### src/rtl/pipe_credit_fifo.sv
// pipe_credit_fifo: credit-issuing FWFT FIFO behind a non-stallable pipeline.
// Define PIPE_CREDIT_FIFO_ERR_EN to build the sticky err_out protocol checker.
module pipe_credit_fifo #(
  parameter int WIDTH = 16,
  parameter int DEPTH = 8
) (
  input  logic                       clk_in,
  input  logic                       rst_in,
  output logic                       issue_ready_out,
  input  logic                       issue_in,
  input  logic                       valid_in,
  input  logic [WIDTH-1:0]           data_in,
  output logic                       valid_out,
  output logic [WIDTH-1:0]           data_out,
  input  logic                       ready_in,
  output logic [$clog2(DEPTH+1)-1:0] count_out,
  output logic                       err_out
);
  localparam int CW = $clog2(DEPTH + 1);
  localparam int AW = $clog2(DEPTH);
  logic [WIDTH-1:0] mem [DEPTH];
  logic [CW-1:0] credits, count;
  logic [AW-1:0] rd_ptr, wr_ptr;
  logic issue, pop, push, full;
  assign issue_ready_out = credits != '0;
  assign valid_out = count != '0;
  assign data_out = valid_out ? mem[rd_ptr] : '0;
  assign count_out = count;
  assign full = count == CW'(DEPTH);
  assign issue = issue_in & issue_ready_out;
  assign pop = valid_out & ready_in;
  // a pop frees the slot the same cycle, so a full FIFO can still accept
  assign push = valid_in & (~full | pop);
  always_ff @(posedge clk_in or posedge rst_in)
    if (rst_in) begin
      credits <= CW'(DEPTH);
      count <= '0;
      rd_ptr <= '0;
      wr_ptr <= '0;
    end else begin
      credits <= issue & ~pop ? credits - CW'(1) : pop & ~issue ? credits + CW'(1) : credits;
      count <= push & ~pop ? count + CW'(1) : pop & ~push ? count - CW'(1) : count;
      if (push) wr_ptr <= wr_ptr + AW'(1);
      if (pop) rd_ptr <= rd_ptr + AW'(1);
    end
  always_ff @(posedge clk_in)
    if (push) mem[wr_ptr] <= data_in;
`ifdef PIPE_CREDIT_FIFO_ERR_EN
  logic err;
  always_ff @(posedge clk_in or posedge rst_in)
    if (rst_in) err <= 1'b0;
    else if ((issue_in & ~issue_ready_out) | (valid_in & full & ~pop)) err <= 1'b1;
  assign err_out = err;
`else
  assign err_out = 1'b0;
`endif
endmodule

### config.mk
export PLATFORM = sky130hd
export DESIGN_NAME = pipe_credit_fifo
export DESIGN_NICKNAME = d
export VERILOG_FILES = /design/src/rtl/pipe_credit_fifo.sv
export SDC_FILE = /design/constraint.sdc
export NUM_CORES = 1
export LEC_CHECK = 0
export BUFFER_PORTS_ARGS = -buffer_cell sky130_fd_sc_hd__buf_2
export CAP_MARGIN = 0
export CELL_PAD_IN_SITES_DETAIL_PLACEMENT = 0
export CELL_PAD_IN_SITES_GLOBAL_PLACEMENT = 2
export CORE_ASPECT_RATIO = 2
export CORE_MARGIN = 5
export CORE_UTILIZATION = 45
export DETAILED_ROUTE_END_ITERATION = 10
export PLACE_DENSITY = 0.84
export SLEW_MARGIN = 25
export SYNTH_ARGS = -nofsm -noshare
export SYNTH_HDL_FRONTEND = slang
export SYNTH_SLANG_ARGS = --single-unit
### constraint.sdc
create_clock -name clk_in -period 5.2 [get_ports clk_in]
set_clock_uncertainty 0.05 [all_clocks]
set_input_delay 0.52 -clock clk_in [delete_from_list [all_inputs] [get_ports clk_in]]
set_output_delay 0.52 -clock clk_in [all_outputs]
set_load 0.01 [all_outputs]
* Word level (Yosys, flattened, before mapping)
Memories as Yosys holds them, arrays and structs flattened.
Cells that the tools add are included.
** Word-level totals
- Logic and storage cells :: 35
- Output and inout bits :: 23
- Bits of input ports :: 21
- Bits in writable memories :: 128
- Latch bits :: 0
- Bits in read-only memories :: 0
- Memories kept :: 1
- Bits in registers :: 14
** Memories
- mem :: words 8, bits a word 16, rd ports 1, clocked after memory_dff 0, write ports 1, line 21 : logic [WIDTH-1:0] mem [DEPTH];
** Operators by class
- $add $sub $neg :: 6
- Multiplexer cells :: 7
- Bitwise gates (word level) :: 12
- Reductions and logical operators :: 4
- Div/mod/pow operators :: 0
- $mul :: 0
- Magnitude comparators :: 0
- Equality and inequality tests :: 1
- Shift operators :: 0
** Operator list (number)
- 16-bit 2-to-1 mux :: 1
- 4-bit 2-to-1 mux :: 4
- 4-bit by 1-bit adder with 4-bit output, second input constant :: 2
- 4-bit nonzero test :: 2
- 4-bit by 1-bit subtractor with 4-bit output, second input constant :: 2
- 1-bit AND :: 7
- 3-bit by 1-bit adder with 3-bit output, second input constant :: 2
- 4-bit == test, second input constant :: 1
- 1-bit inverter :: 4
- 2-bit nonzero test :: 2
- 1-bit 2-to-1 mux :: 2
- 1-bit bitwise OR :: 1

* Logic depth before layout (Yosys ltp)
Gate-level depths: netlist of the first run.
- Word-level depth :: 8
- Depth in mapped cells :: 9
- Mapped depth without buffers :: 9

* Least setup slack after synthesis of the first run
OpenSTA, ideal clock, no wires.
- Path kind :: reg2reg
- Start :: register count[0], in the netlist count_out[0]
- End :: register credits[3]
- Slack :: 2.358 ns
- Stages on the path, launching flop included :: 9
- Data arrival time :: 2.702 ns
- Buffers on the path :: 1
- Library setup time :: 0.090 ns
- Required time :: 5.060 ns
- Period minus slack after synthesis :: 2.842 ns
- Path through :: dfrtp_1 -> or4_1 -> buf_2 -> nand2_1 -> ha_1 -> ha_1 -> or4b_2 -> o311ai_0 -> o211ai_1
** On the way
- Word-level cells in the longest chain between the ends :: 5
- Elaborated cells on any way between the ends :: 7
- Classes of those cells :: 1 x mux; 4 x bitwise; 2 x reduce/logical
** Ends and longest elaborated chain
- start: declaration :: line 22 : logic [CW-1:0] credits, count;
- start signal: assignment :: line 42 : count <= push & ~pop ? count + CW'(1) : pop & ~push ? count - CW'(1) : count;
- 4-bit nonzero test * :: line 26 : assign valid_out = count != '0;
- via valid_out :: line 13 : output logic valid_out,
- 1-bit AND * :: line 31 : assign pop = valid_out & ready_in;
- 1-bit inverter :: line 41 : credits <= issue & ~pop ? credits - CW'(1) : pop & ~issue ? credits + CW'(1) : credits;
- 1-bit AND :: line 41
- 4-bit 2-to-1 mux / 2-bit nonzero test (equally long branches)
- end signal: assignment :: line 36 : credits <= CW'(DEPTH);
- end signal: assignment :: line 41
- end: declaration :: line 22
The timed path passes the listed nets; every way through them passes the cells marked *.
A chain may end at the register's enable or synchronous reset.

* Worst setup path after layout of the first run
- Start :: register rd_ptr[0]
- End :: output port data_out[13]
** On the way
- Word-level cells in the longest chain between the ends :: 2
** Ends and longest elaborated chain
- start: declaration :: line 23 : logic [AW-1:0] rd_ptr, wr_ptr;
- start signal: assignment :: line 44 : if (pop) rd_ptr <= rd_ptr + AW'(1);
- memory read 8 x 16 bit
- 16-bit 2-to-1 mux :: line 27 : assign data_out = valid_out ? mem[rd_ptr] : '0;
- end: declaration :: line 14 : output logic [WIDTH-1:0] data_out,
No other way between the ends.

==> results.sh, run 1 <==
export IMPL_grt_ovfl_total=0
export IMPL_layout_min_cycle_time_ps=3060
export IMPL_gp_congestion=0.705
export IMPL_area_growth_pct=16.7
export IMPL_die_x_um=90.1
export IMPL_worst_pin_slew_ps=991
export IMPL_crit_chain="buf_4, mux4_2, a22o_1, buf_2"
export IMPL_core_area_sq_um=12600
export IMPL_postCtsHoldBufs=0
export IMPL_layout_common_cells="edfxtp_1, buf_2, mux4_2"
export IMPL_reg2reg_depth=7
export IMPL_cts_sinks=142
export IMPL_worstPathRequired_ps=4630
export IMPL_cts_setup_buffers=0
export IMPL_status="completed"
export IMPL_setup_viol=0
export IMPL_relSlewSlack_pct=33.7
export IMPL_die_area_sq_um=15300
export IMPL_hold_viol_final=0
export IMPL_clk_pin_slew_ps=60
export IMPL_drc=0
export IMPL_total_power_uw=3970
export IMPL_cp_depth=4
export IMPL_syn_inst=287
export IMPL_drt_initial_drc_count=190
export IMPL_crit_fanout=20
export IMPL_power_leakage_uw=0.00233
export IMPL_num_vias=2811
export IMPL_routed_wirelength_um=10400
export IMPL_post_cts_resized=0
export IMPL_critPathTopFamily="flip-flops"
export IMPL_powerDensity_nw_per_um2=590
export IMPL_die_y_um=170
export IMPL_yosysUniqueCellTypes=40
export IMPL_syn_area_per_cell_sq_um=20.1
export IMPL_cts_tree="built"
export IMPL_yosysSeqAreaShare_pct=72.7
export IMPL_peakVddDrop_v=0.000344
export IMPL_grt_start_max_net_pins=35
export IMPL_layout_nets=372
export IMPL_worstSetupEndpointType="primary output"
export IMPL_n_antenna_cell=0
export IMPL_crit_arrival_ps=2490
export IMPL_dr_pass1_iters=4
export IMPL_finalMaxSlewViolations=0
export IMPL_drive_above_1_share_pct=36.7
export IMPL_utilization_pct=53.6
export IMPL_io_pin_count=44
export IMPL_syn_nets=318
export IMPL_holdWs_ps=117
export IMPL_critPathBufInv=2
export IMPL_layout_commonest_cell="edfxtp_1"
export IMPL_yosysWarnings=0
export IMPL_root_buffer="clkbuf_16"
export IMPL_grt_pass1_vias=3162
export IMPL_synth_area_sq_um=5770
export IMPL_via_per_inst=5.58
export IMPL_grt_total_usage_pct=14.6
export IMPL_cpMaxStageDelayCell="dfrtp_2"
export IMPL_insertion_delay_ps=400
export IMPL_antenna_found_initial=0
export IMPL_ctsLongestPathBuffers=2
export IMPL_grt_setup_unrepaired="no"
export IMPL_postRouteAntennaNets=0
export IMPL_start_util_pct=46.0
export IMPL_cp_start_kind="flop"
export IMPL_grt_pass1_wl_um=16900
export IMPL_drv_cap=0
export IMPL_synth_seq_cells=142
export IMPL_port_buffer_count=42
export IMPL_hold_path_class="in2async"
export IMPL_setup_tns_final_ps=0
export IMPL_fmax_mhz=326
export IMPL_numCtsBuffers=17
export IMPL_slowest_delay_ps=670
export IMPL_nFillCells=996
export IMPL_fp_row_count=58
export IMPL_place_hpwl_um=6520
export IMPL_wl_per_cell_um=20.6
export IMPL_htree_levels=4
export IMPL_period_share_pct=58.9
export IMPL_path_class="reg2out"
## area by class of cell
class	instances	area (sq um)	share of cell area, %
flip-flops and latches	142	4200	62.3
inverters	7	26.3	0.390
repair buffers	51	282	4.18
multi-input cells	122	1490	22.1
clock buffers	17	425	6.32
well taps	150	188	2.79
clock inverters	15	128	1.90
## report_power, final
group	switching, uW	leakage, uW	internal, uW
Clock	482	0.000267	626
Sequential	184	0.00132	1460
Combinational	597	0.000734	619
Total	1260	0.00233	2710
## cell usage after synthesis, drive strengths merged
cell | instances | area, sq um
mux2i | 2 | 20.0
nor3 | 4 | 20.0
buf | 9 | 72.6
o21ai | 3 | 18.8
nor4 | 1 | 6.26
dfrtp | 13 | 325
a211o | 1 | 8.76
nand2b | 3 | 18.8
a21o | 1 | 7.51
nor2b | 1 | 6.26
nor2 | 3 | 11.3
nor3b | 3 | 22.5
xnor2 | 7 | 61.3
inv | 7 | 26.3
mux2 | 4 | 45.0
o311ai | 1 | 8.76
fa | 2 | 40.0
ha | 8 | 100
dfstp | 1 | 26.3
nand2 | 4 | 15.0
nand3b | 2 | 15.0
a2111o | 1 | 11.3
a21oi | 3 | 15.0
conb | 1 | 3.75
edfxtp | 128 | 3840
nand3 | 4 | 20.0
or4b | 1 | 10.0
mux4 | 32 | 721
or3 | 4 | 25.0
and2 | 2 | 15.0
a22o | 16 | 140
xor2 | 1 | 8.76
o221ai | 1 | 8.76
clkbuf | 7 | 26.3
or4 | 3 | 22.5
o211ai | 3 | 22.5
## cells by family after synthesis
family / Yosys count / share of synthesized area, %
buf+inv: 23 / 2.17
fa+ha+maj: 10 / 2.43
other cells: 1 / 0.0650
xor+xnor: 8 / 1.21
flops: 142 / 72.7
mux: 38 / 13.6
compound gates: 30 / 4.19
simple gates: 35 / 3.60
## state kept, by name, indices dropped and copies added, names as in the netlist
| signal | flops |
|---|---|
| wr_ptr | 3 |
| credits | 4 |
| count_out | 4 |
| rd_ptr | 3 |
| mem | 128 |
## metal layers
metal / vias up / global-route usage, % / wire [um]
li1: 1291 / - / -
met1: 1465 / 16.2 / 4050
met2: 49 / 26.5 / 5850
met3: 6 / 4.38 / 407
met4: 0 / 4.86 / 96
met5: - / 0 / 0
## through the flow
stage,std cells,setup slack [ps],area (sq um)
finish,504,2140,6730
detailed placement,471,2190,6170
global placement,471,2270,6170
CTS,503,2050,6720
floorplan,287,2360,5770
global route,504,1950,6730
## worst reg2reg max path: cells and delay by family (launching register included)
kind | cells | cell delay [ps]
simple gates | 3 | 1480
compound gates | 2 | 240
fa+ha+maj | 2 | 700
flops | 1 | 450
## path summary, 6_finish.rpt
kind / start / endpoint / slack [ps]
worst max-delay path: rd_ptr[0]$_DFFE_PP0P_ / data_out[13] / 2140
worst min-delay path: rst_in / credits[1]$_DFFE_PP0P_ / 120
worst max register to register: count_out[0]$_DFFE_PP0P_ / credits[3]$_DFFE_PP1P_ / 2200
worst min register to register: rd_ptr[2]$_DFFE_PP0P_ / rd_ptr[2]$_DFFE_PP0P_ / 450
max in group asynchronous: rst_in / rd_ptr[1]$_DFFE_PP0P_ / 4570
min in group clk_in: data_in[10] / mem[0][10]$_DFFE_PP_ / 330
No activity file was read; power rests on OpenSTA's default activity.
==> run 2: changes to the inputs <==
- clock period: 5.2 -> 3.05 ns (I/O delays scaled with it)
==> run 2 against run 1 <==
Compared with the run above: sequential power is 63% higher; highest routed layer is now met5; register-to-register slack lost 1900 ps; critical endpoint is now data_out[14]; combinational power up 84%.
==> results.sh, run 2 (same netlist as run 1, synthesis figures left out) <==
export IMPL_grt_setup_unrepaired="no"
export IMPL_peakVddDrop_v=0.000649
export IMPL_drt_initial_drc_count=200
export IMPL_core_area_sq_um=12600
export IMPL_cts_setup_buffers=0
export IMPL_grt_ovfl_total=0
export IMPL_cts_tree="built"
export IMPL_numCtsBuffers=17
export IMPL_grt_start_max_net_pins=33
export IMPL_swShare_pct=30.0
export IMPL_wl_per_cell_um=21.1
export IMPL_antenna_found_initial=1
export IMPL_drive_above_1_share_pct=36.6
export IMPL_grt_use_met2_pct=27.3
export IMPL_die_x_um=90.1
export IMPL_die_y_um=170
export IMPL_hold_viol_final=0
export IMPL_cp_start_kind="flop"
export IMPL_crit_arrival_ps=2490
export IMPL_relSlewSlack_pct=32.6
export IMPL_setup_tns_final_ps=0
export IMPL_period_share_pct=93.2
export IMPL_grt_total_usage_pct=15.0
export IMPL_largest_reg_flops=128
export IMPL_io_pin_count=44
export IMPL_dp_cells=475
export IMPL_met1_usage_pct=16.6
export IMPL_htree_levels=4
export IMPL_routed_wirelength_um=10700
export IMPL_worstSetupEndpointType="primary output"
export IMPL_cp_startpoint="count_out[0]$_DFFE_PP0P_"
export IMPL_power_leakage_uw=0.00238
export IMPL_root_buffer="clkbuf_16"
export IMPL_grt_busiest_layer="met2"
export IMPL_area_growth_pct=18.8
export IMPL_r2r_start="count_out[0]$_DFFE_PP0P_"
export IMPL_post_cts_resized=0
export IMPL_clkPwrFrac_pct=30.6
export IMPL_finalMaxSlewViolations=0
export IMPL_num_vias=2854
export IMPL_fmax_mhz=352
export IMPL_port_buffer_count=42
export IMPL_fp_row_count=58
export IMPL_top_register="mem"
export IMPL_start_util_pct=46.0
export IMPL_layout_common_cells="edfxtp_1, buf_2, mux4_2"
export IMPL_hold_path_class="in2reg"
export IMPL_worst_pin_slew_ps=1010
export IMPL_layout_nets=376
export IMPL_powerDensity_nw_per_um2=1040
export IMPL_crit_fanout=9
export IMPL_dr_pass1_iters=4
export IMPL_drc=0
export IMPL_worstPathRequired_ps=2690
export IMPL_postRouteAntennaNets=0
export IMPL_path_class="reg2out"
export IMPL_die_area_sq_um=15300
export IMPL_met3_usage_pct=4.47
export IMPL_layout_commonest_cell="edfxtp_1"
export IMPL_drv_cap=0
export IMPL_worstHoldStart="data_in[6]"
export IMPL_via_per_inst=5.62
export IMPL_gp_congestion=0.703
export IMPL_ctsLongestPathBuffers=2
export IMPL_n_antenna_cell=0
export IMPL_p_comb_share_pct=31.5
export IMPL_layout_min_cycle_time_ps=2840
export IMPL_holdWs_ps=111
export IMPL_setup_viol=0
export IMPL_fin_cells=508
export IMPL_insertion_delay_ps=410
export IMPL_clk_pin_slew_ps=60
export IMPL_p_int_uw=4970
export IMPL_switchingPower_uw=2130
export IMPL_grt_pass1_wl_um=17300
export IMPL_status="completed"
export IMPL_cts_sinks=142
export IMPL_place_hpwl_um=6780
export IMPL_grt_pass1_vias=3150
export IMPL_p_seq_share_pct=37.8
==> run 2: cell count changes in the layout (fill, tap and decap cells not counted), sizes merged <==
cell	previous run	this run
bufinv	0	4
buf	51	54
inv	15	12
clkinv	4	2
clkbuf	17	18
dlygate4sd3	0	1
==> run 2: path summary, 6_finish.rpt <==
| path | to | slack [ps] | cells past startpoint |
|---|---|---|---|
| max | data_out[14] | 210 | 6 |
| min | mem[7][6]$_DFFE_PP_ | 110 | 1 |
| max reg2reg | count_out[3]$_DFFE_PP0P_ | 280 | 8 |
| min reg2reg | rd_ptr[2]$_DFFE_PP0P_ | 450 | 1 |
| max in group asynchronous | rd_ptr[0]$_DFFE_PP0P_ | 2090 | 3 |
| min in group asynchronous | credits[0]$_DFFE_PP0P_ | 440 | 3 |
==> run 2: power by group through the flow <==
stage | registers (uW) | clock network (uW) | logic [uW]
4_1_cts | 2690 | 2220 | 2300
2_1_floorplan | 2670 | 0 | 1640
3_3_place_gp | 2700 | 0 | 2250
5_1_grt | 2730 | 2310 | 2470
3_5_place_dp | 2730 | 0 | 2290
6_report | 2690 | 2180 | 2240
==> run 2: final cells by class <==
cell class | count | area [sq um]
fill | 981 | 5700
sequential | 142 | 4200
multi-input combinational | 122 | 1490
clock buffer | 18 | 429
timing repair buffer | 55 | 323
clock inverter | 14 | 204
tap | 150 | 188
inverter | 7 | 26.3
==> run 2: worst max-delay path, cell delays in order, from the launching register on <==
cell     delay (ps)
dfrtp_1         440
or4_1           560
buf_4           170
nor2b_1         270
buf_4           250
a22o_1          250
buf_2           140
==> run 2: through the flow <==
step / area, sq um / utilization, % / power [uW] / worst slack [ps]
after CTS: 6850 / 54.6 / 7210 / 154
after global placement: 6210 / 49.5 / 4960 / 341
final: 6850 / 54.6 / 7100 / 207
after floorplan: 5770 / - / 4310 / 208
after detailed placement: 6210 / 49.5 / 5010 / 263
after global routing: 6850 / 54.6 / 7500 / 77.6
==> run 2: metal layers <==
metal | share of wire, % | wire (um) | vias to the layer above
met1 | 38 | 4090 | 1484
met4 | 0.97 | 104 | 2
met2 | 57 | 6080 | 61
met3 | 4.3 | 457 | 9
met5 | 0.065 | 7 | -
li1 | - | - | 1298
==> run 2: what timing repair did <==
item / CTS / global route
hold buffers: 1 / 0
endpoints found under the setup margin: 0 / 0
endpoints found under the hold margin: 13 / 0
==> run 3: changes to the inputs <==
- RECOVER_POWER: unset -> 50
==> run 3 against run 2 <==
Compared with the run above: non-clock buffer count is the same; clock power is essentially flat; maximum frequency is essentially flat; critical path depth is the same; core utilization shrank 0.27 points; combinational power is essentially flat; sequential share of layout area grew 0.30 points; highest routed layer is now met4.
==> results.sh, run 3 (same netlist as run 1, synthesis figures left out) <==
export IMPL_drv_cap=0
export IMPL_dr_pass1_iters=4
export IMPL_core_area_sq_um=12600
export IMPL_layout_commonest_cell="edfxtp_1"
export IMPL_utilization_pct=54.3
export IMPL_setup_viol=0
export IMPL_start_util_pct=46.0
export IMPL_powerDensity_nw_per_um2=1040
export IMPL_layout_nets=376
export IMPL_fp_row_count=58
export IMPL_die_y_um=170
export IMPL_drc=0
export IMPL_n_antenna_cell=0
export IMPL_die_area_sq_um=15300
export IMPL_setup_slack_ps=206
export IMPL_port_buffer_count=42
export IMPL_die_x_um=90.1
export IMPL_numCtsBuffers=17
export IMPL_status="completed"
export IMPL_routed_wirelength_um=10700
export IMPL_worstSetupEndpointType="primary output"
export IMPL_critPathTopFamily="simple AND/OR/NAND/NOR gates"
export IMPL_finalMaxSlewViolations=0
export IMPL_post_cts_resized=0
export IMPL_critPathBufInv=3
export IMPL_grt_total_usage_pct=15.0
export IMPL_path_class="reg2out"
export IMPL_slowest_delay_ps=560
export IMPL_crit_fanout=9
export IMPL_clk_pin_slew_ps=60
export IMPL_fin_cells=508
export IMPL_top_register="mem"
export IMPL_largest_reg_flops=128
export IMPL_gp_congestion=0.703
export IMPL_postRouteAntennaNets=0
export IMPL_cp_start_kind="flop"
export IMPL_relSlewSlack_pct=31.2
export IMPL_nFillCells=988
export IMPL_wl_per_cell_um=21.1
export IMPL_setup_tns_final_ps=0
export IMPL_cts_sinks=142
export IMPL_grt_pass1_vias=3150
export IMPL_crit_arrival_ps=2490
export IMPL_root_buffer="clkbuf_16"
export IMPL_area_growth_pct=18.2
export IMPL_preCtsSetupSlack_ps=263
export IMPL_layout_min_cycle_time_ps=2840
export IMPL_ctsLongestPathBuffers=2
export IMPL_cpMaxStageDelayCell="or4_1"
export IMPL_grt_pass1_wl_um=17300
export IMPL_io_pin_count=44
export IMPL_layout_common_cells="edfxtp_1, mux4_2, clkbuf_1"
export IMPL_worst_pin_slew_ps=1030
export IMPL_cp_common_cell="buf_4"
export IMPL_hold_viol_final=0
export IMPL_worstPathRequired_ps=2690
export IMPL_cts_tree="built"
export IMPL_num_vias=2858
export IMPL_grt_ovfl_total=0
export IMPL_peakVddDrop_v=0.000648
export IMPL_power_leakage_uw=0.00232
export IMPL_drt_initial_drc_count=209
export IMPL_via_per_inst=5.63
export IMPL_crit_chain="or4_1, buf_4, nor2b_1, buf_4, a22o_1, buf_2"
export IMPL_grt_start_max_net_pins=33
export IMPL_insertion_delay_ps=410
export IMPL_period_share_pct=93.2
export IMPL_postCtsHoldBufs=1
export IMPL_htree_levels=4
export IMPL_dp_cells=475
export IMPL_cts_setup_buffers=0
export IMPL_place_hpwl_um=6780
export IMPL_hold_path_class="in2reg"
export IMPL_fmax_mhz=352
export IMPL_grt_setup_unrepaired="no"
export IMPL_antenna_found_initial=0
export IMPL_drive_above_1_share_pct=30.2
[run 3: worst paths after layout]
path,end,depth (start not counted),slack (ps),startpoint
min in group asynchronous,credits[0]$_DFFE_PP0P_,3,440,rst_in
min reg2reg,rd_ptr[2]$_DFFE_PP0P_,1,450,rd_ptr[2]$_DFFE_PP0P_
max,data_out[14],6,210,count_out[0]$_DFFE_PP0P_
max reg2reg,count_out[3]$_DFFE_PP0P_,8,290,count_out[0]$_DFFE_PP0P_
min,rd_ptr[2]$_DFFE_PP0P_,3,140,ready_in
max in group asynchronous,rd_ptr[0]$_DFFE_PP0P_,3,2090,rst_in
[run 3: tightest hold or removal path, cell delays in order]
cell	delay, ps
buf_2	120
nand3_1	80
xnor2_1	60
[run 3: layer usage]
layer,vias to the layer above,GRT usage (%),routed length (um)
li1,1297,-,-
met1,1489,16.6,4050
met2,62,27.3,6070
met3,10,4.47,499
met4,0,5.06,121
met5,-,0,0
[run 3: metrics by stage]
stage | power (uW) | hold WS, ps | area (sq um)
6_report | 7080 | 142 | 6820
5_1_grt | 7490 | 148 | 6820
4_1_cts | 7210 | 93.1 | 6850
3_5_place_dp | 5010 | 342 | 6210
3_3_place_gp | 4960 | 338 | 6210
2_1_floorplan | 4310 | 144 | 5770
[run 3: final cells by class]
| type | count | area (sq um) | area share (%) |
|---|---|---|---|
| Sequential cell | 142 | 4200 | 61.5 |
| Multi-Input combinational cell | 122 | 1480 | 21.8 |
| Clock buffer | 18 | 429 | 6.29 |
| Timing Repair Buffer | 55 | 293 | 4.29 |
| Clock inverter | 14 | 204 | 2.99 |
| Tap cell | 150 | 188 | 2.75 |
| Inverter | 7 | 26.3 | 0.385 |
[run 3: where the power goes]
| group | internal, uW | switching, uW | total (uW) |
|---|---|---|---|
| Combinational | 1070 | 1150 | 2220 |
| Clock | 1380 | 791 | 2170 |
| Sequential | 2500 | 190 | 2690 |
